===== src/rtl/gshare_branch_tracker_if.sv =====
// Bundle of allocation, resolution, flush and training signals between the
// pipeline/predictor side (master) and the branch tracker (slave).
interface gshare_branch_tracker_if #(
   parameter int PC_BITS   = 7,
   parameter int HIST_BITS = 7,
   parameter int TAG_BITS  = 2
);
   logic                 alloc_valid;
   logic                 alloc_ready;
   logic [PC_BITS-1:0]   alloc_pc;
   logic [HIST_BITS-1:0] alloc_history;
   logic                 alloc_pred_taken;
   logic [TAG_BITS-1:0]  alloc_tag;
   logic                 resolve_valid;
   logic [TAG_BITS-1:0]  resolve_tag;
   logic                 resolve_taken;
   logic                 flush;
   logic                 train_valid;
   logic [PC_BITS-1:0]   train_pc;
   logic [HIST_BITS-1:0] train_history;
   logic                 train_taken;
   logic                 train_mispredicted;
   logic [TAG_BITS:0]    count;

   modport master (
      output alloc_valid, alloc_pc, alloc_history, alloc_pred_taken,
             resolve_valid, resolve_tag, resolve_taken, flush,
      input  alloc_ready, alloc_tag, train_valid, train_pc, train_history,
             train_taken, train_mispredicted, count
   );

   modport slave (
      input  alloc_valid, alloc_pc, alloc_history, alloc_pred_taken,
             resolve_valid, resolve_tag, resolve_taken, flush,
      output alloc_ready, alloc_tag, train_valid, train_pc, train_history,
             train_taken, train_mispredicted, count
   );
endinterface


===== src/rtl/gshare_branch_tracker.sv =====
// In-order tracking queue for gshare predictions: resolves by tag out of order,
// retires in program order into the predictor's training port, squashes on mispredict.
module gshare_branch_tracker #(
   parameter int PC_BITS   = 7,
   parameter int HIST_BITS = 7,
   parameter int DEPTH     = 4,
   parameter int TAG_BITS  = 2
) (
   input logic                    clk,
   input logic                    rst,
   gshare_branch_tracker_if.slave bus
);
   localparam logic [TAG_BITS:0]   FULL_CNT = (TAG_BITS+1)'(DEPTH);
   localparam logic [TAG_BITS:0]   CNT_ONE  = (TAG_BITS+1)'(1);
   localparam logic [TAG_BITS-1:0] PTR_ONE  = TAG_BITS'(1);

   logic [DEPTH-1:0]     valid_q, valid_d, resolved_q, resolved_d;
   logic [DEPTH-1:0]     pred_q, pred_d, act_q, act_d;
   logic [PC_BITS-1:0]   pc_q [DEPTH];
   logic [PC_BITS-1:0]   pc_d [DEPTH];
   logic [HIST_BITS-1:0] hist_q [DEPTH];
   logic [HIST_BITS-1:0] hist_d [DEPTH];
   logic [TAG_BITS-1:0]  head_q, head_d, tail_q, tail_d;
   logic [TAG_BITS:0]    count_q, count_d;
   logic                 train_valid_q, train_valid_d;
   logic [PC_BITS-1:0]   train_pc_q, train_pc_d;
   logic [HIST_BITS-1:0] train_hist_q, train_hist_d;
   logic                 train_taken_q, train_taken_d;
   logic                 train_mis_q, train_mis_d;
   logic                 alloc_ready, alloc_ok, retire, mispred;

   // Readiness looks only at the registered count, so a same-cycle retire never frees a slot early.
   assign alloc_ready = (count_q != FULL_CNT);
   assign alloc_ok    = bus.alloc_valid && alloc_ready;
   assign retire      = valid_q[head_q] && resolved_q[head_q];
   assign mispred     = act_q[head_q] ^ pred_q[head_q];

   assign bus.alloc_ready        = alloc_ready;
   assign bus.alloc_tag          = tail_q;
   assign bus.count              = count_q;
   assign bus.train_valid        = train_valid_q;
   assign bus.train_pc           = train_pc_q;
   assign bus.train_history      = train_hist_q;
   assign bus.train_taken        = train_taken_q;
   assign bus.train_mispredicted = train_mis_q;

   always_comb begin
      valid_d       = valid_q;
      resolved_d    = resolved_q;
      pred_d        = pred_q;
      act_d         = act_q;
      pc_d          = pc_q;
      hist_d        = hist_q;
      head_d        = head_q;
      tail_d        = tail_q;
      count_d       = count_q;
      train_valid_d = 1'b0;
      train_pc_d    = train_pc_q;
      train_hist_d  = train_hist_q;
      train_taken_d = train_taken_q;
      train_mis_d   = train_mis_q;

      if (bus.flush) begin
         valid_d    = '0;
         resolved_d = '0;
         head_d     = '0;
         tail_d     = '0;
         count_d    = '0;
      end else begin
         if (bus.resolve_valid && valid_q[bus.resolve_tag] && !resolved_q[bus.resolve_tag]) begin
            resolved_d[bus.resolve_tag] = 1'b1;
            act_d[bus.resolve_tag]      = bus.resolve_taken;
         end
         if (alloc_ok) begin
            valid_d[tail_q]    = 1'b1;
            resolved_d[tail_q] = 1'b0;
            pred_d[tail_q]     = bus.alloc_pred_taken;
            pc_d[tail_q]       = bus.alloc_pc;
            hist_d[tail_q]     = bus.alloc_history;
            tail_d             = tail_q + PTR_ONE;
         end
         case ({alloc_ok, retire})
            2'b10:   count_d = count_q + CNT_ONE;
            2'b01:   count_d = count_q - CNT_ONE;
            default: count_d = count_q;
         endcase
         if (retire) begin
            train_valid_d      = 1'b1;
            train_pc_d         = pc_q[head_q];
            train_hist_d       = hist_q[head_q];
            train_taken_d      = act_q[head_q];
            train_mis_d        = mispred;
            valid_d[head_q]    = 1'b0;
            resolved_d[head_q] = 1'b0;
            head_d             = head_q + PTR_ONE;
            // Wrong-path work behind a mispredict is discarded, including this cycle's allocation.
            if (mispred) begin
               valid_d    = '0;
               resolved_d = '0;
               tail_d     = head_q + PTR_ONE;
               count_d    = '0;
            end
         end
      end
   end

   always_ff @(posedge clk) begin
      if (rst) begin
         valid_q       <= '0;
         resolved_q    <= '0;
         pred_q        <= '0;
         act_q         <= '0;
         head_q        <= '0;
         tail_q        <= '0;
         count_q       <= '0;
         train_valid_q <= 1'b0;
         train_pc_q    <= '0;
         train_hist_q  <= '0;
         train_taken_q <= 1'b0;
         train_mis_q   <= 1'b0;
      end else begin
         valid_q       <= valid_d;
         resolved_q    <= resolved_d;
         pred_q        <= pred_d;
         act_q         <= act_d;
         head_q        <= head_d;
         tail_q        <= tail_d;
         count_q       <= count_d;
         train_valid_q <= train_valid_d;
         train_pc_q    <= train_pc_d;
         train_hist_q  <= train_hist_d;
         train_taken_q <= train_taken_d;
         train_mis_q   <= train_mis_d;
      end
   end

   // Payload is qualified by valid, so it needs no reset.
   always_ff @(posedge clk) begin
      pc_q   <= pc_d;
      hist_q <= hist_d;
   end
endmodule


===== src/flat_wrapper.sv =====
// flat-port wrapper written by rule: the top's interface ports become plain ports
module gshare_branch_tracker_flat 
#(
   parameter int PC_BITS   = 7,
   parameter int HIST_BITS = 7,
   parameter int DEPTH     = 4,
   parameter int TAG_BITS  = 2
)
  (clk, rst, bus_alloc_valid, bus_alloc_pc, bus_alloc_history, bus_alloc_pred_taken, bus_resolve_valid, bus_resolve_tag, bus_resolve_taken, bus_flush, bus_alloc_ready, bus_alloc_tag, bus_train_valid, bus_train_pc, bus_train_history, bus_train_taken, bus_train_mispredicted, bus_count);
  gshare_branch_tracker_if #(.PC_BITS(PC_BITS), .HIST_BITS(HIST_BITS), .TAG_BITS(TAG_BITS)) bus_i ();
  input logic clk;
  input logic rst;
  input wire logic [$bits(bus_i.alloc_valid)-1:0] bus_alloc_valid;
  input wire logic [$bits(bus_i.alloc_pc)-1:0] bus_alloc_pc;
  input wire logic [$bits(bus_i.alloc_history)-1:0] bus_alloc_history;
  input wire logic [$bits(bus_i.alloc_pred_taken)-1:0] bus_alloc_pred_taken;
  input wire logic [$bits(bus_i.resolve_valid)-1:0] bus_resolve_valid;
  input wire logic [$bits(bus_i.resolve_tag)-1:0] bus_resolve_tag;
  input wire logic [$bits(bus_i.resolve_taken)-1:0] bus_resolve_taken;
  input wire logic [$bits(bus_i.flush)-1:0] bus_flush;
  output wire logic [$bits(bus_i.alloc_ready)-1:0] bus_alloc_ready;
  output wire logic [$bits(bus_i.alloc_tag)-1:0] bus_alloc_tag;
  output wire logic [$bits(bus_i.train_valid)-1:0] bus_train_valid;
  output wire logic [$bits(bus_i.train_pc)-1:0] bus_train_pc;
  output wire logic [$bits(bus_i.train_history)-1:0] bus_train_history;
  output wire logic [$bits(bus_i.train_taken)-1:0] bus_train_taken;
  output wire logic [$bits(bus_i.train_mispredicted)-1:0] bus_train_mispredicted;
  output wire logic [$bits(bus_i.count)-1:0] bus_count;
  assign bus_i.alloc_valid = bus_alloc_valid;
  assign bus_i.alloc_pc = bus_alloc_pc;
  assign bus_i.alloc_history = bus_alloc_history;
  assign bus_i.alloc_pred_taken = bus_alloc_pred_taken;
  assign bus_i.resolve_valid = bus_resolve_valid;
  assign bus_i.resolve_tag = bus_resolve_tag;
  assign bus_i.resolve_taken = bus_resolve_taken;
  assign bus_i.flush = bus_flush;
  assign bus_alloc_ready = bus_i.alloc_ready;
  assign bus_alloc_tag = bus_i.alloc_tag;
  assign bus_train_valid = bus_i.train_valid;
  assign bus_train_pc = bus_i.train_pc;
  assign bus_train_history = bus_i.train_history;
  assign bus_train_taken = bus_i.train_taken;
  assign bus_train_mispredicted = bus_i.train_mispredicted;
  assign bus_count = bus_i.count;
  gshare_branch_tracker #(.PC_BITS(PC_BITS), .HIST_BITS(HIST_BITS), .DEPTH(DEPTH), .TAG_BITS(TAG_BITS)) u_core (.clk(clk), .rst(rst), .bus(bus_i));
endmodule

===== config.mk =====
export PLATFORM = sky130hd
export DESIGN_NAME = gshare_branch_tracker_flat
export DESIGN_NICKNAME = d
export VERILOG_FILES = /design/src/rtl/gshare_branch_tracker_if.sv /design/src/rtl/gshare_branch_tracker.sv /design/src/flat_wrapper.sv
export SDC_FILE = /design/constraint.sdc
export NUM_CORES = 1
export LEC_CHECK = 0
export BUFFER_PORTS_ARGS = -buffer_cell sky130_fd_sc_hd__buf_4
export CAP_MARGIN = 20
export CORE_MARGIN = 1.5
export CORE_UTILIZATION = 62
export DETAILED_ROUTE_END_ITERATION = 10
export GPL_TIMING_DRIVEN = 1
export HOLD_SLACK_MARGIN = 0.12
export MAX_ROUTING_LAYER = met4
export PLACE_DENSITY = 0.91
export SLEW_MARGIN = 0
export SYNTH_ARGS = -nofsm -noshare
export SYNTH_HDL_FRONTEND = slang
export SYNTH_SLANG_ARGS = --single-unit

===== constraint.sdc =====
create_clock -name clk -period 4.1 [get_ports clk]
set_input_delay 0.82 -clock clk [delete_from_list [all_inputs] [get_ports clk]]
set_output_delay 0.82 -clock clk [all_outputs]
set_load 0.01 [all_outputs]

==> run metrics <==
final worst-path cycle share=0.640; Ports=46; synth unique cells=40; DP HPWL=between 5000 and 6000 um; share of synthesized registers carrying an async set or reset=0; drt total wl=7630 um; Detailed Routing Iterations Pass 1=6; sequential share of the synthesized area=0.624; worst vdd ir=0.000353 V; clk buf depth=2; worst hold start=u_core.bus.train_pc[5]; Setup TNS Final=0 ps; Setup-failing EPs final=0; combinational share of power=0.043; r2r setup slk=~1500 ps; core area=6280 um^2; final core utilization=0.729; R2R Path End=u_core.bus.count[2]; iteration-0 DRC count of the detailed router=288; Clk Tree Root Cell=clkbuf_8; Post-Synthesis Net Count=328; Rel. slew slack=0.557; P per Cell Area=386 nW/um^2; Worst Setup Slack, final=1480 ps; CP endpoint kind=register; fin nets=369; die height=a little over 80 um; Clock Pin Slew Worst Setup and Hold Paths=roughly 100 ps; yosys warns=0; Lkg Pwr=0.00162 uW; CTS tree=done; Critical Path Source Type=register; CTS Buf Count=9; RSZ-0062 raised after global routing=no; Post-Syn Area per Cell=13.5 um^2; Slew @ Worst Pin=663 ps; number of nets with antenna violations after routing=0; pin count of the biggest net entering global routing=27; share of post-route cells with drive strength above 1=0.267; HP Class=register to register; P&R area growth vs syn=14.9%; cts repair resizes=0; Post-synth EDFFs=between 50 and 60; routed length per placed instance=18.2 um; CTS Hold Bufs=0; gr ovfl total=0; initial antenna violation count=0; fin crit period=~2600 ps; vias per inst=6.13; Starting Density=0.634; Port Buffer Count=45; final hold violations=0; DRC=0; die area=just under 7000 um^2; Fin Clk Skew=8.83 ps; Total GRT Usage=0.243; CTS sink cnt=96; Switch Pwr=401 uW; clock share of power=0.371; H-Tree Depth=3; Placement Cell Area=4360 um^2; Synth top area share=0.423; CP required=4350 ps; ANT cells=0; worst skew pair latency=around 360 ps; worst r2r src=u_core.bus.count[2]; Post-Syn Area=about 4000 um^2; Design Power=roughly 1800 uW; leading area contributor after synthesis=edfxtp_1; Die W=just over 80 um; Reg power frac=0.586; status=completed; hold path depth=2; WHS Endpoint=u_core.bus.train_pc[5]; Max Clk Rate=0.381 GHz; Crit Path Category=register to register; pre-CTS setup slack=1490 ps; maxcap violations=0; fin area=approximately 4600 um^2; FF+latch count, synth=96; fin. max-slew vios=0; cells after synthesis=295; first-pass GRT wire length=12400 um; synth top area cells=edfxtp_1 (42%), dfxtp_1 (20%), mux4_2 (9.6%); routability cong.=0.860; Worst Path Arrival=2870 ps; vias in the first global route=about 2.5k; top_reg_cell synth=edfxtp_1; Int Power=approximately 1400 uW; Crit Path Max Fanout=11; switching share of power=0.227; via count=2564; R2R cell count=10; Post-CTS Setup Inserts=0; row count=29
-- worst max-delay path, stage by stage, from the launching register on --
cell,delay (ps)
dfxtp_1,380
or3b_2,560
and2_1,360
inv_1,110
ha_1,180
inv_1,70
fa_1,370
xor2_1,150
nor2_1,120
xnor2_1,140
nor3_1,60
-- layout by cell type (no fill, tap or decap), types with 3 or more instances in the layout --
| cell | Yosys | final |
|---|---|---|
| a2111oi_2 | 4 | 4 |
| a21oi_1 | 26 | 26 |
| and2_1 | 3 | 3 |
| buf_4 | 0 | 48 |
| clkbuf_8 | 0 | 9 |
| dfxtp_1 | 40 | 40 |
| edfxtp_1 | 56 | 56 |
| ha_1 | 9 | 9 |
| inv_1 | 17 | 17 |
| inv_8 | 0 | 4 |
| mux2i_1 | 8 | 8 |
| mux4_2 | 17 | 17 |
| nand2_1 | 7 | 7 |
| nand3_1 | 20 | 20 |
| nand4_1 | 5 | 5 |
| nor2_1 | 15 | 15 |
| nor3_1 | 7 | 7 |
| o21ai_0 | 19 | 19 |
-- worst max-delay path by stage --
stage | start | end | cells after the start
final | u_core.bus.count[2] | u_core.bus.count[2] | 10
after floorplan | u_core.head_q[0] | u_core.bus.count[2] | 12
after detailed placement | bus_flush | u_core.hist_q[13] | 4
after global routing | u_core.head_q[1] | u_core.bus.count[2] | 11
after global placement | bus_alloc_valid | u_core.bus.count[2] | 10
after CTS | u_core.head_q[1] | u_core.bus.count[2] | 11
-- kinds of logic (layout without fill, tap and decap cells) --
| family | Yosys count | count (layout) | share of synthesized area |
|---|---|---|---|
| AOI/OAI and AO/OA | 58 | 58 | 0.0927 |
| xor gates and xnor gates | 5 | 5 | 0.0157 |
| DFF | 96 | 96 | 0.624 |
| muxes | 25 | 25 | 0.116 |
| adders and majority gates | 10 | 10 | 0.0333 |
| buffers and inverters | 37 | 83 | 0.0380 |
| and+or+nand+nor | 64 | 64 | 0.0802 |
-- power groups by stage --
| stage | combinational, uW | sequential (uW) | clock [uW] |
|---|---|---|---|
| after floorplan | 38.6 | 1060 | 0 |
| after global placement | 73.0 | 1060 | 0 |
| after detailed placement | 75.5 | 1060 | 0 |
| after CTS | 75.6 | 1030 | 665 |
| after global routing | 82.9 | 1040 | 703 |
| final | 76.2 | 1030 | 654 |
-- through the flow --
| stage | hold slack (ps) | cells |
|---|---|---|
| after floorplan | 455 | 295 |
| after global placement | 468 | 402 |
| after detailed placement | 473 | 402 |
| after CTS | 487 | 418 |
| after global routing | 524 | 418 |
| final | 485 | 418 |
-- synth_stat cells, drive strengths merged, types with 7 or more instances --
cell	instances
edfxtp	56
dfxtp	40
a21oi	26
nand3	20
o21ai	19
inv	18
mux4	17
nor2	15
clkbuf	13
ha	9
mux2i	8
nand2	7
nor3	7
-- metal layers --
layer / vias up / global-route usage / share of wire
met2: 123 / 0.352 / 0.47
met4: 0 / 0.126 / 0.033
met1: 1232 / 0.330 / 0.42
met5: - / - / 0
met3: 25 / 0.0517 / 0.072
li1: 1184 / - / -
-- cell type report --
type | count | area (um^2)
Tap cell | 77 | 96.3
Sequential cell | 96 | 2480
Timing Repair Buffer | 48 | 360
Multi-Input combinational cell | 162 | 1350
Clock inverter | 7 | 92.6
Clock buffer | 9 | 124
Inverter | 19 | 71.3
Fill cell | 408 | 1700
-- state kept, by name, summed over array words and instances, names as in the netlist, 4 cells and up --
register	cells
u_core.resolved_q	4
u_core.bus.train_history	7
u_core.bus.train_pc	7
u_core.act_q	4
u_core.valid_q	4
u_core.pred_q	4
u_core.hist_q	28
u_core.pc_q	28
(Power assumes the default switching activity.)
